<file path="config.mk">
export PLATFORM = sky130hd
export DESIGN_NAME = hazard_interlock_unit
export DESIGN_NICKNAME = d
export VERILOG_FILES = /design/src/rtl/hazard_interlock_unit_pkg.sv /design/src/rtl/hazard_stage_reg.sv /design/src/rtl/hazard_interlock_unit.sv
export SDC_FILE = /design/constraint.sdc
export NUM_CORES = 1
export LEC_CHECK = 0
export BUFFER_PORTS_ARGS = -buffer_cell sky130_fd_sc_hd__buf_2
export CAP_MARGIN = 20
export CELL_PAD_IN_SITES_DETAIL_PLACEMENT = 0
export CELL_PAD_IN_SITES_GLOBAL_PLACEMENT = 2
export CORE_MARGIN = 2
export CORE_UTILIZATION = 36
export DETAILED_ROUTE_END_ITERATION = 10
export GPL_ROUTABILITY_DRIVEN = 0
export PLACE_DENSITY = 0.83
export SYNTH_ARGS = -nofsm -noshare
export SYNTH_HDL_FRONTEND = slang
export SYNTH_SLANG_ARGS = --single-unit
</file>
<file path="constraint.sdc">
create_clock -name clk -period 2.9 [get_ports clk]
set_clock_uncertainty 0.15 [all_clocks]
set_input_delay 0.145 -clock clk [delete_from_list [all_inputs] [get_ports clk]]
set_output_delay 0.145 -clock clk [all_outputs]
set_load 0.005 [all_outputs]
</file>
<file path="src/rtl/hazard_interlock_unit_pkg.sv">
// Shared types and helpers for the hazard interlock unit: the per-stage shadow
// entry, the bubble constant and the source/destination match function.
package hazard_interlock_unit_pkg;

  localparam int REG_AW = 3;

  typedef struct packed {
    logic              valid;
    logic              regwrite;
    logic [REG_AW-1:0] rd;
    logic              is_load;
  } hz_entry_t;

  localparam hz_entry_t HZ_BUBBLE = '{
    valid:    1'b0,
    regwrite: 1'b0,
    rd:       {REG_AW{1'b0}},
    is_load:  1'b0
  };

  // A stage conflicts when it will write a register the ID instruction reads.
  function automatic logic hz_match(
    input hz_entry_t         entry,
    input logic [REG_AW-1:0] ra,
    input logic [REG_AW-1:0] rb,
    input logic              use_ra,
    input logic              use_rb
  );
    return entry.valid & entry.regwrite &
           ((use_ra & (entry.rd == ra)) | (use_rb & (entry.rd == rb)));
  endfunction

endpackage

</file>
<file path="src/rtl/hazard_stage_reg.sv">
// One shadow pipeline stage: async-reset register of hz_entry_t that advances
// with en and loads a bubble instead of d when bubble is set.
module hazard_stage_reg
  import hazard_interlock_unit_pkg::*;
(
  input  logic      clk,
  input  logic      rst_n,
  input  logic      en,
  input  logic      bubble,
  input  hz_entry_t d,
  output hz_entry_t q
);

  hz_entry_t q_r;

  // Stage state: cleared on reset, holds while the pipeline is frozen.
  always_ff @(posedge clk or negedge rst_n) begin
    if (!rst_n) begin
      q_r <= HZ_BUBBLE;
    end else if (en) begin
      if (bubble) begin
        q_r <= HZ_BUBBLE;
      end else begin
        q_r <= d;
      end
    end else begin
      q_r <= q_r;
    end
  end

  assign q = q_r;

endmodule

</file>
<file path="src/rtl/hazard_interlock_unit.sv">
// Shadow pipeline of in-flight register writes with RAW stall generation.
// Build option HAZARD_FORWARDING_EN: stall only on load-use; otherwise full interlock.
module hazard_interlock_unit
  import hazard_interlock_unit_pkg::*;
#(
  parameter int CNT_W = 16
) (
  input  logic              clk,
  input  logic              rst_n,
  input  logic              pipe_en,
  input  logic              flush,
  input  logic              id_valid,
  input  logic [REG_AW-1:0] id_ra,
  input  logic [REG_AW-1:0] id_rb,
  input  logic              id_use_ra,
  input  logic              id_use_rb,
  input  logic              id_regwrite,
  input  logic [REG_AW-1:0] id_rd,
  input  logic              id_is_load,
  output logic              stall_o,
  output logic              exmem_regwrite_o,
  output logic [REG_AW-1:0] exmem_rd_o,
  output logic              memwb_regwrite_o,
  output logic [REG_AW-1:0] memwb_rd_o,
  output logic [CNT_W-1:0]  stall_cnt_o
);

  localparam logic [CNT_W-1:0] CNT_MAX = {CNT_W{1'b1}};
  localparam logic [CNT_W-1:0] CNT_ONE = {{(CNT_W-1){1'b0}}, 1'b1};

  hz_entry_t        id_entry_s;
  hz_entry_t        idex_r;
  hz_entry_t        exmem_r;
  hz_entry_t        memwb_r;
  logic             raw_stall_s;
  logic             stall_s;
  logic             idex_bubble_s;
  logic [CNT_W-1:0] stall_cnt_r;

  assign id_entry_s = '{
    valid:    id_valid,
    regwrite: id_regwrite,
    rd:       id_rd,
    is_load:  id_is_load
  };

  // A stalled or flushed ID instruction must not enter EX; a bubble goes in instead.
  assign idex_bubble_s = stall_s | flush;

  hazard_stage_reg u_idex (
    .clk    (clk),
    .rst_n  (rst_n),
    .en     (pipe_en),
    .bubble (idex_bubble_s),
    .d      (id_entry_s),
    .q      (idex_r)
  );

  hazard_stage_reg u_exmem (
    .clk    (clk),
    .rst_n  (rst_n),
    .en     (pipe_en),
    .bubble (1'b0),
    .d      (idex_r),
    .q      (exmem_r)
  );

  hazard_stage_reg u_memwb (
    .clk    (clk),
    .rst_n  (rst_n),
    .en     (pipe_en),
    .bubble (1'b0),
    .d      (exmem_r),
    .q      (memwb_r)
  );

  // Stall decision; the killed instruction under flush never stalls.
  always_comb begin
    raw_stall_s = 1'b0;
`ifdef HAZARD_FORWARDING_EN
    raw_stall_s = hz_match(idex_r, id_ra, id_rb, id_use_ra, id_use_rb) & idex_r.is_load;
`else
    // No write-through in the register file, so MEMWB still conflicts.
    raw_stall_s = hz_match(idex_r,  id_ra, id_rb, id_use_ra, id_use_rb) |
                  hz_match(exmem_r, id_ra, id_rb, id_use_ra, id_use_rb) |
                  hz_match(memwb_r, id_ra, id_rb, id_use_ra, id_use_rb);
`endif
    stall_s = id_valid & raw_stall_s & ~flush;
  end

  // Saturating count of cycles the pipeline actually spent stalled.
  always_ff @(posedge clk or negedge rst_n) begin
    if (!rst_n) begin
      stall_cnt_r <= {CNT_W{1'b0}};
    end else if (pipe_en && stall_s && (stall_cnt_r != CNT_MAX)) begin
      stall_cnt_r <= stall_cnt_r + CNT_ONE;
    end else begin
      stall_cnt_r <= stall_cnt_r;
    end
  end

  assign stall_o          = stall_s;
  assign exmem_regwrite_o = exmem_r.valid & exmem_r.regwrite;
  assign exmem_rd_o       = exmem_r.rd;
  assign memwb_regwrite_o = memwb_r.valid & memwb_r.regwrite;
  assign memwb_rd_o       = memwb_r.rd;
  assign stall_cnt_o      = stall_cnt_r;

endmodule

</file>
# Word-level counts from Yosys, hierarchy flattened
# Index checks and enable logic that the tools add are counted.
[totals]
reg_bits = 31
word_cells = 42
in_bits = 18
[classes]
add_sub_neg = 1
n_reduce_logical = 2
n_eq_ne = 7
n_mux = 1
bitwise = 21
[ops]
columns = ["operator", "count"]
rows = [
  ["== test 3 bit", 6],
  ["adder 16 x 1 -> 16 bit (second input constant)", 1],
  ["!= test 16 bit (second input constant)", 1],
  ["bitwise AND 1 bit", 14],
  ["2-to-1 mux 6 bit", 1],
  ["bitwise OR 1 bit", 6],
  ["logical AND 1 bit", 2],
  ["inverter 1 bit", 1],
]

# Longest topological paths before layout
[logic_depth]
depth_word = 10
depth_mapped = 7
ltp_nobuf = 6

# Cells and area by module
# A second synthesis with hierarchy kept.
[hier_totals]
hier_cells = 191
hier_area_um2 = 1944.4
[by_module_without_submodules]
columns = ["mod", "area_per_inst_um2", "cells_each", "seq_area_each_um2", "instances"]
rows = [
  ["hazard_interlock_unit", 1167.4, 116, 400.4, 1],
  ["hazard_stage_reg", 259.0, 25, 150.1, 3],
]

# Worst setup path after synthesis
# No wires, ideal clock.
[synth_timing]
path_type = "flip-flop to flip-flop"
start = "reg u_idex.q_r (netlist bit u_idex.q[2])"
end = "reg stall_cnt_r[1], in the netlist stall_cnt_o[1]"
arrival_ns = 1.584
period_less_slack_ns = 1.862
path_slack_ns = 1.038
path_buffers = 0
stages_incl_launch_ff = 7
path_cell_list = "dfrtp_1 -> xnor2_1 -> nand4_1 -> a21oi_2 -> nor3_4 -> nor3_1 -> mux2_1"
[synth_between]
elab_chain_len = 10
elab_cells_between_ends = 12
[synth_rtl]
columns = ["item", "line", "rtl"]
rows = [
  ["start, declared", "hazard_stage_reg.sv:14", "hz_entry_t q_r;"],
  ["start signal, assigned", "hazard_stage_reg.sv:27", "q_r <= q_r;"],
  ["== test 3 bit", "hazard_interlock_unit_pkg.sv:30", "((use_ra & (entry.rd == ra)) | (use_rb & (entry.rd == rb)));"],
  ["bitwise AND 1 bit", "hazard_interlock_unit_pkg.sv:30", ""],
  ["bitwise OR 1 bit (*)", "hazard_interlock_unit_pkg.sv:30", ""],
  ["bitwise AND 1 bit (*)", "hazard_interlock_unit_pkg.sv:29", "return entry.valid & entry.regwrite &"],
  ["bitwise OR 1 bit (*)", "hazard_interlock_unit.sv:84", "raw_stall_s = hz_match(idex_r, id_ra, id_rb, id_use_ra, id_use_rb) |"],
  ["bitwise OR 1 bit (*)", "hazard_interlock_unit.sv:85", "hz_match(exmem_r, id_ra, id_rb, id_use_ra, id_use_rb) |"],
  ["bitwise AND 1 bit (*) (2 in series)", "hazard_interlock_unit.sv:88", "stall_s = id_valid & raw_stall_s & ~flush;"],
  ["logical AND 1 bit (*) (2 in series)", "hazard_interlock_unit.sv:95", "end else if (pipe_en && stall_s && (stall_cnt_r != CNT_MAX)) begin"],
  ["end signal, assigned", "hazard_interlock_unit.sv:94", "stall_cnt_r <= {CNT_W{1'b0}};"],
  ["end signal, assigned", "hazard_interlock_unit.sv:96", "stall_cnt_r <= stall_cnt_r + CNT_ONE;"],
  ["end signal, assigned", "hazard_interlock_unit.sv:98", "stall_cnt_r <= stall_cnt_r;"],
  ["end, declared", "hazard_interlock_unit.sv:38", "logic [CNT_W-1:0] stall_cnt_r;"],
]
# Every way passes the cells marked *; elsewhere a longest branch is shown, timed or not.
# A chain may end at the register's enable or synchronous reset.

# Worst setup path after layout
[layout_timing]
start = "reg stall_cnt_r[2], in the netlist stall_cnt_o[2]"
end = "reg stall_cnt_r[1], in the netlist stall_cnt_o[1]"
[layout_between]
elab_chain_len = 2
[layout_rtl]
columns = ["item", "line"]
rows = [
  ["!= test 16 bit", "hazard_interlock_unit.sv:95"],
  ["logical AND 1 bit", "hazard_interlock_unit.sv:95"],
]
# Every way passes these cells.

==> impl_metrics.yaml <==
hold_path:
  hold_class: "in2reg"
  min-delay-start: "flush"
synthesis:
  synth_seq_cells: 31
  ys_seq_area_share_pct: 44.5
  synth_area_sq_um: 1740
  syn_avg_cell_area_sq_um: 11.7
  synth_fp_nets: 168
  synth_top_area_cell: "dfrtp_1"
  synthTopCellsByCount: "31 x dfrtp_1, 18 x xnor2_1, 15 x xor2_1"
  synth_ff_type: "dfrtp_1"
  yosysMostFrequentCell: "dfrtp_1"
  async_flop_share_pct: 100
  netlist_instances: 149
  yosysTopAreaCellShare_pct: 44.5
  synth_edf_count: 0
  yosysUniqueCellTypes: 37
  yosysWarnings: 0
  synth_area_leaders: "dfrtp_1 45%, xnor2_1 9.1%, xor2_1 7.5%"
drt:
  wl_per_cell_microns: 14.5
  drtIter0Drc: 51
  post_drt_via_cell_ratio: 5.15
  dr.pass1.iters: 4
  postRouteWirelength_mm: 3.62
  drc: 0
  dr_total_vias: 1288
  ant_nets: 0
clock_network:
  cts_resized: 0
  cts_tree: "yes"
  cts_buffers: 5
  worstSkewPairLatency_ns: 0.28
  cts.htree.levels: 2
  ctsLongestPathBuffers: 2
  clk_pin_slew_worst_paths_ns: 0.06
  postCtsSetupBuffers: 0
  cts-root-buf: "clkbuf_8"
  clock_sinks: 31
power:
  powerDensity_nw_per_um2: 454
  p_int_w: 0.000706
  combPwrFrac_pct: 14.7
  sw_frac_of_total_pct: 25.8
  ir_worst_vdd_v: 0.000219
  pwr-share-clk_pct: 33.6
  p_leak_nw: 1.03
  p_seq_share_pct: 51.7
  switching_power_w: 0.000246
finish:
  drive_gt1_share_pct: 38.3
  fin_nets: 214
  syn_to_final_growth_pct: 20.3
  fillCellCount: 448
  n_antenna_cell: 0
die:
  die_w_microns: 73.6
  die-area_sq_um: 5410
  io_pins: 43
  dieHeight_microns: 73.6
  core_sq_um: 4690
  initial_core_util_pct: 37.1
  rows: 25
setup_path:
  crit_path_top_delay_cell: "dfrtp_1"
  path_depth: 6
  crit_top_cell: "nor3_1"
  cp.buffers_inverters: 1
  path_class: "reg2reg"
  endpoint: "stall_cnt_o[1]"
  slowest_delay_ns: 0.42
  critPathMaxFanout: 10
  reg2reg_depth: 6
  reg2reg_from: "stall_cnt_o[2]"
  r2r_end: "stall_cnt_o[1]"
  crit_family: "simple AND/OR/NAND/NOR gates"
  crit_chain: "and3_4 > nand4_2 > nor3_1 > buf_4 > nor3_1 > mux2_1"
  crit_arrival_ns: 2.12
  r2r_setup_slack_ns: 0.79
  cp-end-kind: "flop"
  crit_path_start_kind: "flop"
  required_ns: 2.91
  cp-startpoint: "stall_cnt_o[2]"
place:
  port_buffers: 41
  dp_slack_ns: 0.815
  dp_hpwl_mm: 2.72
sta:
  setup_tns_ns: 0
  timing.slew.headroom_pct: 54.4
  finalSetupViolations: 0
  setup_slack_ns: 0.789
  finalMaxSlewViolations: 0
  rsz0062_at_grt: "no"
  period_needed_ns: 2.11
  period_share_pct: 72.8
  timing.fmax_ghz: 0.474
  worstMarginPinSlew_ns: 0.684
  hold_violations: 0
status:
  status: "finished, final reports clean"
grt:
  grt_pass1_wl_mm: 5.85
  track_usage_pct: 14.5
  grt_max_degree: 32
  grt_pass1_vias: 1243
  antenna_found_initial: 0
  grt-ovfl-total: 0
flow_run:
  maxCapViolCount: 0
per-stage QoR:
step / instance area [sq um] / utilization [%] / instances / power, W / hold WS, ns
after floorplan: 1740 / - / 149 / 0.000590 / -0.301
after global placement: 1960 / 41.9 / 237 / 0.000632 / 0.0749
after detailed placement: 1960 / 41.9 / 237 / 0.000639 / 0.0848
after CTS: 2100 / 44.7 / 250 / 0.000974 / 0.140
after global routing: 2100 / 44.7 / 250 / 0.00101 / 0.148
final: 2100 / 44.7 / 250 / 0.000952 / 0.153
worst min-delay path by stage:
stage | to | slack, ns | depth (start not counted)
final | u_idex.q[3] | 0.15 | 3
after global routing | u_idex.q[3] | 0.15 | 3
after CTS | u_idex.q[3] | 0.14 | 3
after detailed placement | u_memwb.q[3] | 0.08 | 1
after global placement | u_memwb.q[3] | 0.07 | 1
after floorplan | stall_cnt_o[0] | -0.30 | 0
logic make-up (layout without fill, tap and decap cells):
group / after synthesis / count (layout) / share of synthesized area (%)
adder cells (fa/ha/maj): 1 / 1 / 0.718
buffers and inverters: 11 / 58 / 4.17
AO/OA/AOI/OAI: 10 / 10 / 5.89
flip-flops: 31 / 31 / 44.5
AND/OR/NAND/NOR: 52 / 52 / 21.0
multiplexers: 11 / 11 / 7.11
XOR/XNOR: 33 / 33 / 16.6
metal layers:
| layer | track usage, % | share of wire, % | vias to the layer above |
|---|---|---|---|
| met5 | 0 | 0 | - |
| met4 | 6.26 | 1.8 | 0 |
| li1 | - | - | 625 |
| met2 | 22.6 | 46 | 41 |
| met3 | 4.94 | 6.6 | 8 |
| met1 | 18.1 | 45 | 614 |
sequential cells by signal, indices dropped and copies added (netlist names):
signal,flops
stall_cnt_o,16
u_exmem.q,5
u_idex.q,5
u_memwb.q,5
worst min-delay path, delay by kind of cell:
family                 cells  cell delay, ns
AOI/OAI and AO/OA          1            0.18
buffers and inverters      1            0.13
and+or+nand+nor            1            0.08
area by class of cell:
class / count / area [sq um] / area share, %
sequential: 31 / 776 / 37.0
inverter: 2 / 7.51 / 0.358
clock buffer: 7 / 76.3 / 3.64
tap: 54 / 67.6 / 3.22
multi-input combinational: 107 / 893 / 42.6
clock inverter: 1 / 5.00 / 0.239
timing repair buffer: 48 / 270 / 12.9
cells in the final DEF, fill, tap and decap left out:
cell,Yosys,routed
a21boi_2,2,2
inv_1,1,1
a21oi_2,1,1
dlygate4sd3_1,0,5
mux2_2,10,10
xnor2_1,18,18
nor3_4,1,1
and2_1,3,3
nor3_1,6,6
nand3_1,5,5
nand3b_1,1,1
and4_1,1,1
clkinv_2,0,1
buf_4,6,2
xor2_1,15,15
nand2_1,5,5
clkbuf_8,0,5
and3_4,1,1
or4_1,2,2
nand4_1,10,10
nor2_1,2,2
o31a_1,1,1
inv_2,1,1
buf_2,1,41
nor2_2,1,1
or2_2,1,1
nand4_2,1,1
mux2_1,1,1
nor3b_2,1,1
nor3_2,1,1
nor4_2,3,3
o21bai_4,1,1
nand4_4,1,1
dfrtp_1,31,31
ha_1,1,1
a22o_1,5,5
nor4_1,5,5
nor2b_1,1,1
clkbuf_1,0,2
power by group through the flow:
stage / sequential [W] / clock, W / combinational, W
floorplan: 0.000494 / 0 / 0.0000965
global placement: 0.000498 / 0 / 0.000134
detailed placement: 0.000501 / 0 / 0.000137
CTS: 0.000493 / 0.000338 / 0.000143
global route: 0.000497 / 0.000353 / 0.000155
finish: 0.000493 / 0.000320 / 0.000140
repair_timing:
action                                  in CTS  in global routing
endpoints found under the setup margin       0                  0
hold endpoints to repair                    35                  0
hold buffers                                 5                  0
No activity file was read; power rests on OpenSTA's default activity.
